`config.mk`:
```
export PLATFORM = sky130hd
export DESIGN_NAME = pid_compute_flat
export DESIGN_NICKNAME = d
export VERILOG_FILES = /design/src/rtl/pid_compute_if.sv /design/src/rtl/pid_compute.sv /design/src/flat_wrapper.sv
export SDC_FILE = /design/constraint.sdc
export NUM_CORES = 1
export LEC_CHECK = 0
export CORE_ASPECT_RATIO = 2
export CORE_MARGIN = 8
export CORE_UTILIZATION = 38
export DETAILED_ROUTE_END_ITERATION = 16
export PLACE_DENSITY = 0.62
export SYNTH_ARGS = -nofsm -noshare
export SYNTH_HDL_FRONTEND = slang
export SYNTH_SLANG_ARGS = --single-unit
```
`constraint.sdc`:
```
create_clock -name clk -period 17.55 [get_ports clk]
set_clock_uncertainty 0.2 [all_clocks]
set_input_delay 1.755 -clock clk [delete_from_list [all_inputs] [get_ports clk]]
set_output_delay 1.755 -clock clk [all_outputs]
set_load 0.01 [all_outputs]
```
`src/rtl/pid_compute_if.sv`:
```
// PID compute bus: sample request, temperatures, gains in; status and duty out.
interface pid_compute_if;
   logic       sample_tick;
   logic [9:0] set_temp;
   logic [9:0] meas_temp;
   logic [9:0] p_pa;
   logic [9:0] i_pa;
   logic [9:0] d_pa;
   logic       busy;
   logic [9:0] duty;
   logic       duty_valid;
   logic       overrun;

   modport master (
      output sample_tick, set_temp, meas_temp, p_pa, i_pa, d_pa,
      input  busy, duty, duty_valid, overrun
   );

   modport slave (
      input  sample_tick, set_temp, meas_temp, p_pa, i_pa, d_pa,
      output busy, duty, duty_valid, overrun
   );
endinterface

```
`src/rtl/pid_compute.sv`:
```
// Multi-cycle PID heater controller: one computation per sample_tick,
// duty in permille (0..1000). Optional anti-windup via PID_ANTI_WINDUP_EN.
module pid_compute (
   input  logic         clk,
   input  logic         rst_n,
   pid_compute_if.slave bus
);

   typedef enum logic [2:0] {IDLE, ERR, PTERM, ITERM, DTERM, SUM, OUT} state_t;

   state_t state, state_nx;

   logic [9:0]         kp, ki, kd;
   logic signed [10:0] err, prev_err, err_in;
   logic signed [13:0] integ, integ_nx;
   logic signed [14:0] integ_sum;
   logic               hold_integ;
   logic signed [25:0] p_term, i_term, d_term;
   logic signed [25:0] kp_ext, ki_ext, kd_ext;
   logic signed [25:0] err_ext, integ_ext, diff_ext, total, u;
   logic [9:0]         duty_level, duty_nx;
   logic               valid_pulse, overrun_pulse;

   // State register
   always_ff @(posedge clk or negedge rst_n) begin
      if (!rst_n) state <= IDLE;
      else        state <= state_nx;
   end

   // Next state: wait for a tick in IDLE, otherwise step unconditionally
   always_comb begin
      state_nx = state;
      case (state)
         IDLE:    if (bus.sample_tick) state_nx = ERR;
         ERR:     state_nx = PTERM;
         PTERM:   state_nx = ITERM;
         ITERM:   state_nx = DTERM;
         DTERM:   state_nx = SUM;
         SUM:     state_nx = OUT;
         OUT:     state_nx = IDLE;
         default: state_nx = IDLE;
      endcase
   end

   // Arithmetic helpers: sign-extended operands, saturating integrator, clamp
   always_comb begin
      err_in    = $signed({1'b0, bus.set_temp}) - $signed({1'b0, bus.meas_temp});
      kp_ext    = $signed({16'd0, kp});
      ki_ext    = $signed({16'd0, ki});
      kd_ext    = $signed({16'd0, kd});
      err_ext   = $signed({{15{err[10]}}, err});
      diff_ext  = err_ext - $signed({{15{prev_err[10]}}, prev_err});

      integ_sum = $signed({integ[13], integ}) + $signed({{4{err[10]}}, err});
`ifdef PID_ANTI_WINDUP_EN
      hold_integ = ((duty_level == 10'd1000) && !err[10] && (err != 11'sd0)) ||
                   ((duty_level == 10'd0) && err[10]);
`else
      hold_integ = 1'b0;
`endif
      if (hold_integ)                     integ_nx = integ;
      else if (integ_sum > 15'sd4095)     integ_nx = 14'sd4095;
      else if (integ_sum < -15'sd4095)    integ_nx = -14'sd4095;
      else                                integ_nx = integ_sum[13:0];
      integ_ext = $signed({{12{integ_nx[13]}}, integ_nx});

      total = p_term + i_term + d_term;
      u     = total >>> 6;
      if (u < 26'sd0)         duty_nx = 10'd0;
      else if (u > 26'sd1000) duty_nx = 10'd1000;
      else                    duty_nx = u[9:0];
   end

   // Datapath: one term per state. The clamped duty is registered on the
   // SUM->OUT edge so that duty and duty_valid are both visible during OUT.
   always_ff @(posedge clk or negedge rst_n) begin
      if (!rst_n) begin
         kp            <= '0;
         ki            <= '0;
         kd            <= '0;
         err           <= '0;
         prev_err      <= '0;
         integ         <= '0;
         p_term        <= '0;
         i_term        <= '0;
         d_term        <= '0;
         duty_level    <= '0;
         valid_pulse   <= 1'b0;
         overrun_pulse <= 1'b0;
      end else begin
         valid_pulse   <= (state == SUM);
         overrun_pulse <= bus.sample_tick && (state != IDLE);
         case (state)
            ERR: begin
               kp  <= bus.p_pa;
               ki  <= bus.i_pa;
               kd  <= bus.d_pa;
               err <= err_in;
            end
            PTERM: p_term <= kp_ext * err_ext;
            ITERM: begin
               integ  <= integ_nx;
               i_term <= ki_ext * integ_ext;
            end
            DTERM: begin
               d_term   <= kd_ext * diff_ext;
               prev_err <= err;
            end
            SUM:     duty_level <= duty_nx;
            default: ;
         endcase
      end
   end

   assign bus.busy       = (state != IDLE);
   assign bus.duty       = duty_level;
   assign bus.duty_valid = valid_pulse;
   assign bus.overrun    = overrun_pulse;

endmodule

```
`src/flat_wrapper.sv`:
```
// flat-port wrapper written by rule: the top's interface ports become plain ports
module pid_compute_flat 
  (clk, rst_n, bus_sample_tick, bus_set_temp, bus_meas_temp, bus_p_pa, bus_i_pa, bus_d_pa, bus_busy, bus_duty, bus_duty_valid, bus_overrun);
  pid_compute_if bus_i ();
  input  logic clk;
  input  logic rst_n;
  input wire logic [$bits(bus_i.sample_tick)-1:0] bus_sample_tick;
  input wire logic [$bits(bus_i.set_temp)-1:0] bus_set_temp;
  input wire logic [$bits(bus_i.meas_temp)-1:0] bus_meas_temp;
  input wire logic [$bits(bus_i.p_pa)-1:0] bus_p_pa;
  input wire logic [$bits(bus_i.i_pa)-1:0] bus_i_pa;
  input wire logic [$bits(bus_i.d_pa)-1:0] bus_d_pa;
  output wire logic [$bits(bus_i.busy)-1:0] bus_busy;
  output wire logic [$bits(bus_i.duty)-1:0] bus_duty;
  output wire logic [$bits(bus_i.duty_valid)-1:0] bus_duty_valid;
  output wire logic [$bits(bus_i.overrun)-1:0] bus_overrun;
  assign bus_i.sample_tick = bus_sample_tick;
  assign bus_i.set_temp = bus_set_temp;
  assign bus_i.meas_temp = bus_meas_temp;
  assign bus_i.p_pa = bus_p_pa;
  assign bus_i.i_pa = bus_i_pa;
  assign bus_i.d_pa = bus_d_pa;
  assign bus_busy = bus_i.busy;
  assign bus_duty = bus_i.duty;
  assign bus_duty_valid = bus_i.duty_valid;
  assign bus_overrun = bus_i.overrun;
  pid_compute u_core (.clk(clk), .rst_n(rst_n), .bus(bus_i));
endmodule
```
==> out/metrics.sh <==
RSZ0062_AT_GRT='false'
CTS.SINK_COUNT=154
SETUP_TNS_NS=0
GP_CONGESTION=0.901
DIE-WIDTH_UM=193
NUM_VIAS=18348
HPWL_DETAILED_MM=51.1
YOSYSUNIQUECELLTYPES=72
SYNTH_TOP_CELL_BY_AREA='sky130_fd_sc_hd__fa_1'
SYNTH.FF_LATCH_COUNT=154
ENDPOINT_KIND='flip-flop'
DRIVE_ABOVE_1_SHARE_PCT=4.13
TOPROUTINGLAYERUSED='met4'
GRT_PASS1_WL_MM=101
ROUTE.DETAILED.WL_PER_INST_UM=17.6
REGAREA_SQ_UM=3850
STD_CELL_ROWS=129
TOTAL_OF_ENDPOINTS_WITH_NEGATIVE_SETUP_SLACK_IN_THE_FINAL_REPORT=0
NUMBER_OF_MAX_SLEW_VIOLATIONS_IN_THE_FINAL_REPORT=0
PATH_CLASS='reg -> reg'
NUM-NETS-FINAL=3342
DP_SLACK_NS=8.48
SYNTH_FP_NETS=3339
POST_CTS_RESIZED=0
CPMOSTUSEDCELL='sky130_fd_sc_hd__fa_1'
PORTBUFFERS=65
CLOCK-ROOT-BUFFER='sky130_fd_sc_hd__clkbuf_16'
DRTPASS1ITERATIONS=5
FMAX_MHz=110
WORST_EP_REQUIRED_TIME_NS=17.75
PLACE.DETAILED.INSTANCES=3466
WORST_SKEW_PAIR.LATE_LATENCY_NS=0.47
HOLD_BUFFER_COUNT_AT_CTS=0
MAX_CAP_VIOLATIONS=0
FINALWIRELENGTH_MM=61.6
MET3ROUTEDLENGTH_MM=1.38
CTS_BUFFERS=17
STARTING_DENSITY_OF_THE_CORE_PCT=38.4
CP.BUFFERS_INVERTERS=3
HOLDCRITPATHCLASS='reg -> reg'
SYNTH_AREA_SQ_UM=23700
FLOORPLAN.CORE_AREA_SQ_UM=61800
CLKTRANSATPATHREGS_NS=0.07
YS_DOMINANT_REG_CELL='sky130_fd_sc_hd__dfrtp_1'
WORST_SETUP_PATH_START_KIND='flip-flop'
N_FILL_CELL=6091
HOLD_VIOLATIONS=0
POST_SYNTHESIS_SEQUENTIAL_AREA_RATIO_PCT=16.2
SYNTH_TOP_AREA_SHARE_PCT=29.3
POST-CTS-SETUP-BUFFER-COUNT=0
DRT-VIAS-PER-INSTANCE=5.25
POST_SYNTH_INST_COUNT=2696
FIN_CRIT_NS=9.11
DIE_HEIGHT_UM=369
POST-ROUTE-DRC-COUNT=0
CTS_TREE='built'
CTS_MAX_LEVEL=4
SLOWEST_STAGE='sky130_fd_sc_hd__or2_1'
YOSYS-TOP-CELLS-AREA='sky130_fd_sc_hd__fa_1 29%, sky130_fd_sc_hd__dfrtp_1 16%, sky130_fd_sc_hd__ha_1 13%'
MAXIMUM_NUMBER_OF_PINS_ON_ONE_NET_BEFORE_GLOBAL_ROUTE_REPAIR=92
SYNTH_EDF_COUNT=0
GRT.OVERFLOW.TOTAL=0
CP_DATA_ARRIVAL_TIME_NS=9.31
COUNT_OF_ANTENNA_DIODES_IN_THE_LAYOUT=0
CRIT_FANOUT=33
VIA_COUNT_OF_THE_FIRST_GLOBAL_ROUTING_PASS=19869
AREA_TAKEN_BY_MULTI_INPUT_LOGIC_GATES_SQ_UM=17600
ANTENNA_FOUND_INITIAL=0
TOP_LEVEL_PORTS=66
FINAL_CELL_COUNT_WITHOUT_FILLERS=3498
CRITPATHTOPFAMILY='adder cells'
FINAL.SETUP.WORST_SLACK_NS=8.44
TIGHTEST_SLEW_NS=1.19
DRTANTENNAVIOLNETS=0
STATUS='complete, no violations'
LARGEST_STAGE_DELAY_ON_THE_CRITICAL_PATH_NS=0.60
DIE-AREA_SQ_UM=71200
POST-ROUTE-PERIOD-UTIL_PCT=51.9
SLEW_HEADROOM_PCT=20.2
DEEPEST_CLOCK_PATH_BUFFER_COUNT=2
SYNTHARSTFLOPSHARE_PCT=100
DRT-INITIAL-DRC-COUNT=680
GRT_UTIL_ALL_LAYERS_PCT=18.0
NUMBER_OF_WARNINGS_PRINTED_DURING_YOSYS_SYNTHESIS=0
SYN2LAYOUT_AREA_GROWTH_PCT=8.46
WIRE_LENGTH_ON_MET1_MM=21.2
SYN_AVG_CELL_AREA_SQ_UM=8.81
ROUTE.MET2.WL_MM=35.7
-- worst register-to-register path, cell delays in order, from the launching register on --
cell and delay (ns):
sky130_fd_sc_hd__dfrtp_1 0.54, sky130_fd_sc_hd__ha_1 0.30, sky130_fd_sc_hd__fa_1 0.40, sky130_fd_sc_hd__xor2_1 0.31
sky130_fd_sc_hd__or3_1 0.39, sky130_fd_sc_hd__or3_1 0.36, sky130_fd_sc_hd__nand4bb_1 0.18, sky130_fd_sc_hd__or4b_1 0.56
sky130_fd_sc_hd__o211a_1 0.24, sky130_fd_sc_hd__or2_1 0.60, sky130_fd_sc_hd__a31oi_1 0.40, sky130_fd_sc_hd__fa_1 0.51
sky130_fd_sc_hd__fa_1 0.56, sky130_fd_sc_hd__inv_1 0.06, sky130_fd_sc_hd__fa_1 0.45, sky130_fd_sc_hd__fa_1 0.49
sky130_fd_sc_hd__inv_1 0.05, sky130_fd_sc_hd__fa_1 0.47, sky130_fd_sc_hd__inv_1 0.04, sky130_fd_sc_hd__ha_1 0.35
sky130_fd_sc_hd__nand3_1 0.08, sky130_fd_sc_hd__a2111oi_0 0.54, sky130_fd_sc_hd__nand4b_1 0.23, sky130_fd_sc_hd__and2_1 0.21
sky130_fd_sc_hd__a21oi_1 0.13, sky130_fd_sc_hd__a211o_1 0.30, sky130_fd_sc_hd__nand3_1 0.09
-- logic make-up after synthesis --
group / after synthesis / synth area share [%]
adders and majority gates: 590 / 42.1
muxes: 32 / 1.49
buffers and inverters: 599 / 9.61
and+or+nand+nor: 805 / 16.2
DFF: 154 / 16.2
xor gates and xnor gates: 85 / 3.14
AOI/OAI and AO/OA: 431 / 11.2
-- layer usage --
layer | global-route usage [%] | vias to the layer above
li1 | - | 8585
met1 | 17.7 | 9253
met2 | 35.3 | 361
met3 | 1.68 | 149
met4 | 10.3 | 0
met5 | 0 | -
-- area by class of cell --
class                   instances  share of cell area [%]
clock buffers                  17                    1.65
clock inverters                15                   0.603
inverters                     490                    7.15
multi-input cells            1943                    68.5
flip-flops and latches        154                    15.0
well taps                     786                    3.82
repair buffers                 93                    3.35
-- cell usage in the layout (no fill, tap or decap), types with 9 or more instances in the layout --
cell type / instances
sky130_fd_sc_hd__inv_1: 489
sky130_fd_sc_hd__nand2_1: 389
sky130_fd_sc_hd__fa_1: 347
sky130_fd_sc_hd__ha_1: 243
sky130_fd_sc_hd__and2_1: 154
sky130_fd_sc_hd__dfrtp_1: 154
sky130_fd_sc_hd__o21ai_0: 153
sky130_fd_sc_hd__nor2_1: 80
sky130_fd_sc_hd__a21oi_1: 79
sky130_fd_sc_hd__clkdlybuf4s50_1: 64
sky130_fd_sc_hd__a31oi_1: 43
sky130_fd_sc_hd__xnor2_1: 43
sky130_fd_sc_hd__xor2_1: 42
sky130_fd_sc_hd__nor2b_1: 32
sky130_fd_sc_hd__a21o_1: 30
sky130_fd_sc_hd__nor3_1: 29
sky130_fd_sc_hd__buf_4: 28
sky130_fd_sc_hd__mux2_2: 27
sky130_fd_sc_hd__nand2b_1: 24
sky130_fd_sc_hd__nand3_1: 24
sky130_fd_sc_hd__o31ai_1: 22
sky130_fd_sc_hd__a211oi_1: 17
sky130_fd_sc_hd__clkbuf_16: 17
sky130_fd_sc_hd__and3_1: 15
sky130_fd_sc_hd__or3_1: 15
sky130_fd_sc_hd__a21boi_0: 11
sky130_fd_sc_hd__o21a_1: 10
sky130_fd_sc_hd__nor3b_1: 9
-- sequential cells by signal, indices dropped and copies added, names as in the netlist --
name                   cells
u_core.bus.duty           10
u_core.bus.duty_valid      1
u_core.bus.overrun         1
u_core.d_term             26
u_core.err                11
u_core.i_term             25
u_core.integ              14
u_core.kd                 10
u_core.ki                 10
u_core.kp                 10
u_core.p_term             22
u_core.prev_err           11
u_core.state               3
-- cell usage after synthesis, types with 6 or more instances --
master and n:
sky130_fd_sc_hd__nand2b_1 25, sky130_fd_sc_hd__a211o_1 7, sky130_fd_sc_hd__nand3_1 25, sky130_fd_sc_hd__and3_1 15
sky130_fd_sc_hd__xor2_1 42, sky130_fd_sc_hd__fa_1 347, sky130_fd_sc_hd__o31ai_1 22, sky130_fd_sc_hd__o21ai_0 157
sky130_fd_sc_hd__clkbuf_1 98, sky130_fd_sc_hd__ha_1 243, sky130_fd_sc_hd__a211oi_1 17, sky130_fd_sc_hd__a21o_1 30
sky130_fd_sc_hd__xnor2_1 43, sky130_fd_sc_hd__a31oi_1 43, sky130_fd_sc_hd__dfrtp_1 154, sky130_fd_sc_hd__nor2_1 81
sky130_fd_sc_hd__nor3_1 29, sky130_fd_sc_hd__a31o_2 7, sky130_fd_sc_hd__and2_1 154, sky130_fd_sc_hd__or3_1 16
sky130_fd_sc_hd__mux2_2 27, sky130_fd_sc_hd__a21boi_0 11, sky130_fd_sc_hd__nand4_1 8, sky130_fd_sc_hd__a21oi_1 79
sky130_fd_sc_hd__nand2_1 389, sky130_fd_sc_hd__o21bai_1 6, sky130_fd_sc_hd__nor2b_1 32, sky130_fd_sc_hd__inv_1 489
sky130_fd_sc_hd__nor3b_1 9, sky130_fd_sc_hd__o21a_1 10
-- per-stage QoR --
| stage | cell area, sq um | util (%) | hold WS, ns |
|---|---|---|---|
| after floorplan | 23700 | - | 0.250 |
| after global placement | 25200 | 40.7 | 0.269 |
| after detailed placement | 25200 | 40.7 | 0.279 |
| after CTS | 25700 | 41.7 | 0.294 |
| after global routing | 25700 | 41.7 | 0.311 |
| final | 25700 | 41.7 | 0.298 |
-- worst paths after layout --
| kind | startpoint | to | slack (ns) | depth (start not counted) |
|---|---|---|---|---|
| hold reg to reg | u_core.integ[0] | u_core.integ[0] | 0.30 | 2 |
| min in group asynchronous | rst_n | u_core.bus.duty[5] | 1.11 | 1 |
| max in group asynchronous | rst_n | u_core.integ[11] | 14.49 | 2 |
| setup / recovery | u_core.err[0] | u_core.i_term[24] | 8.44 | 26 |
| hold / removal | u_core.integ[0] | u_core.integ[0] | 0.30 | 2 |
| setup reg to reg | u_core.err[0] | u_core.i_term[24] | 8.44 | 26 |
Power is left out: the tool's default activity adds up to more than one toggle a clock period on the data nets, which glitch-free logic cannot reach.
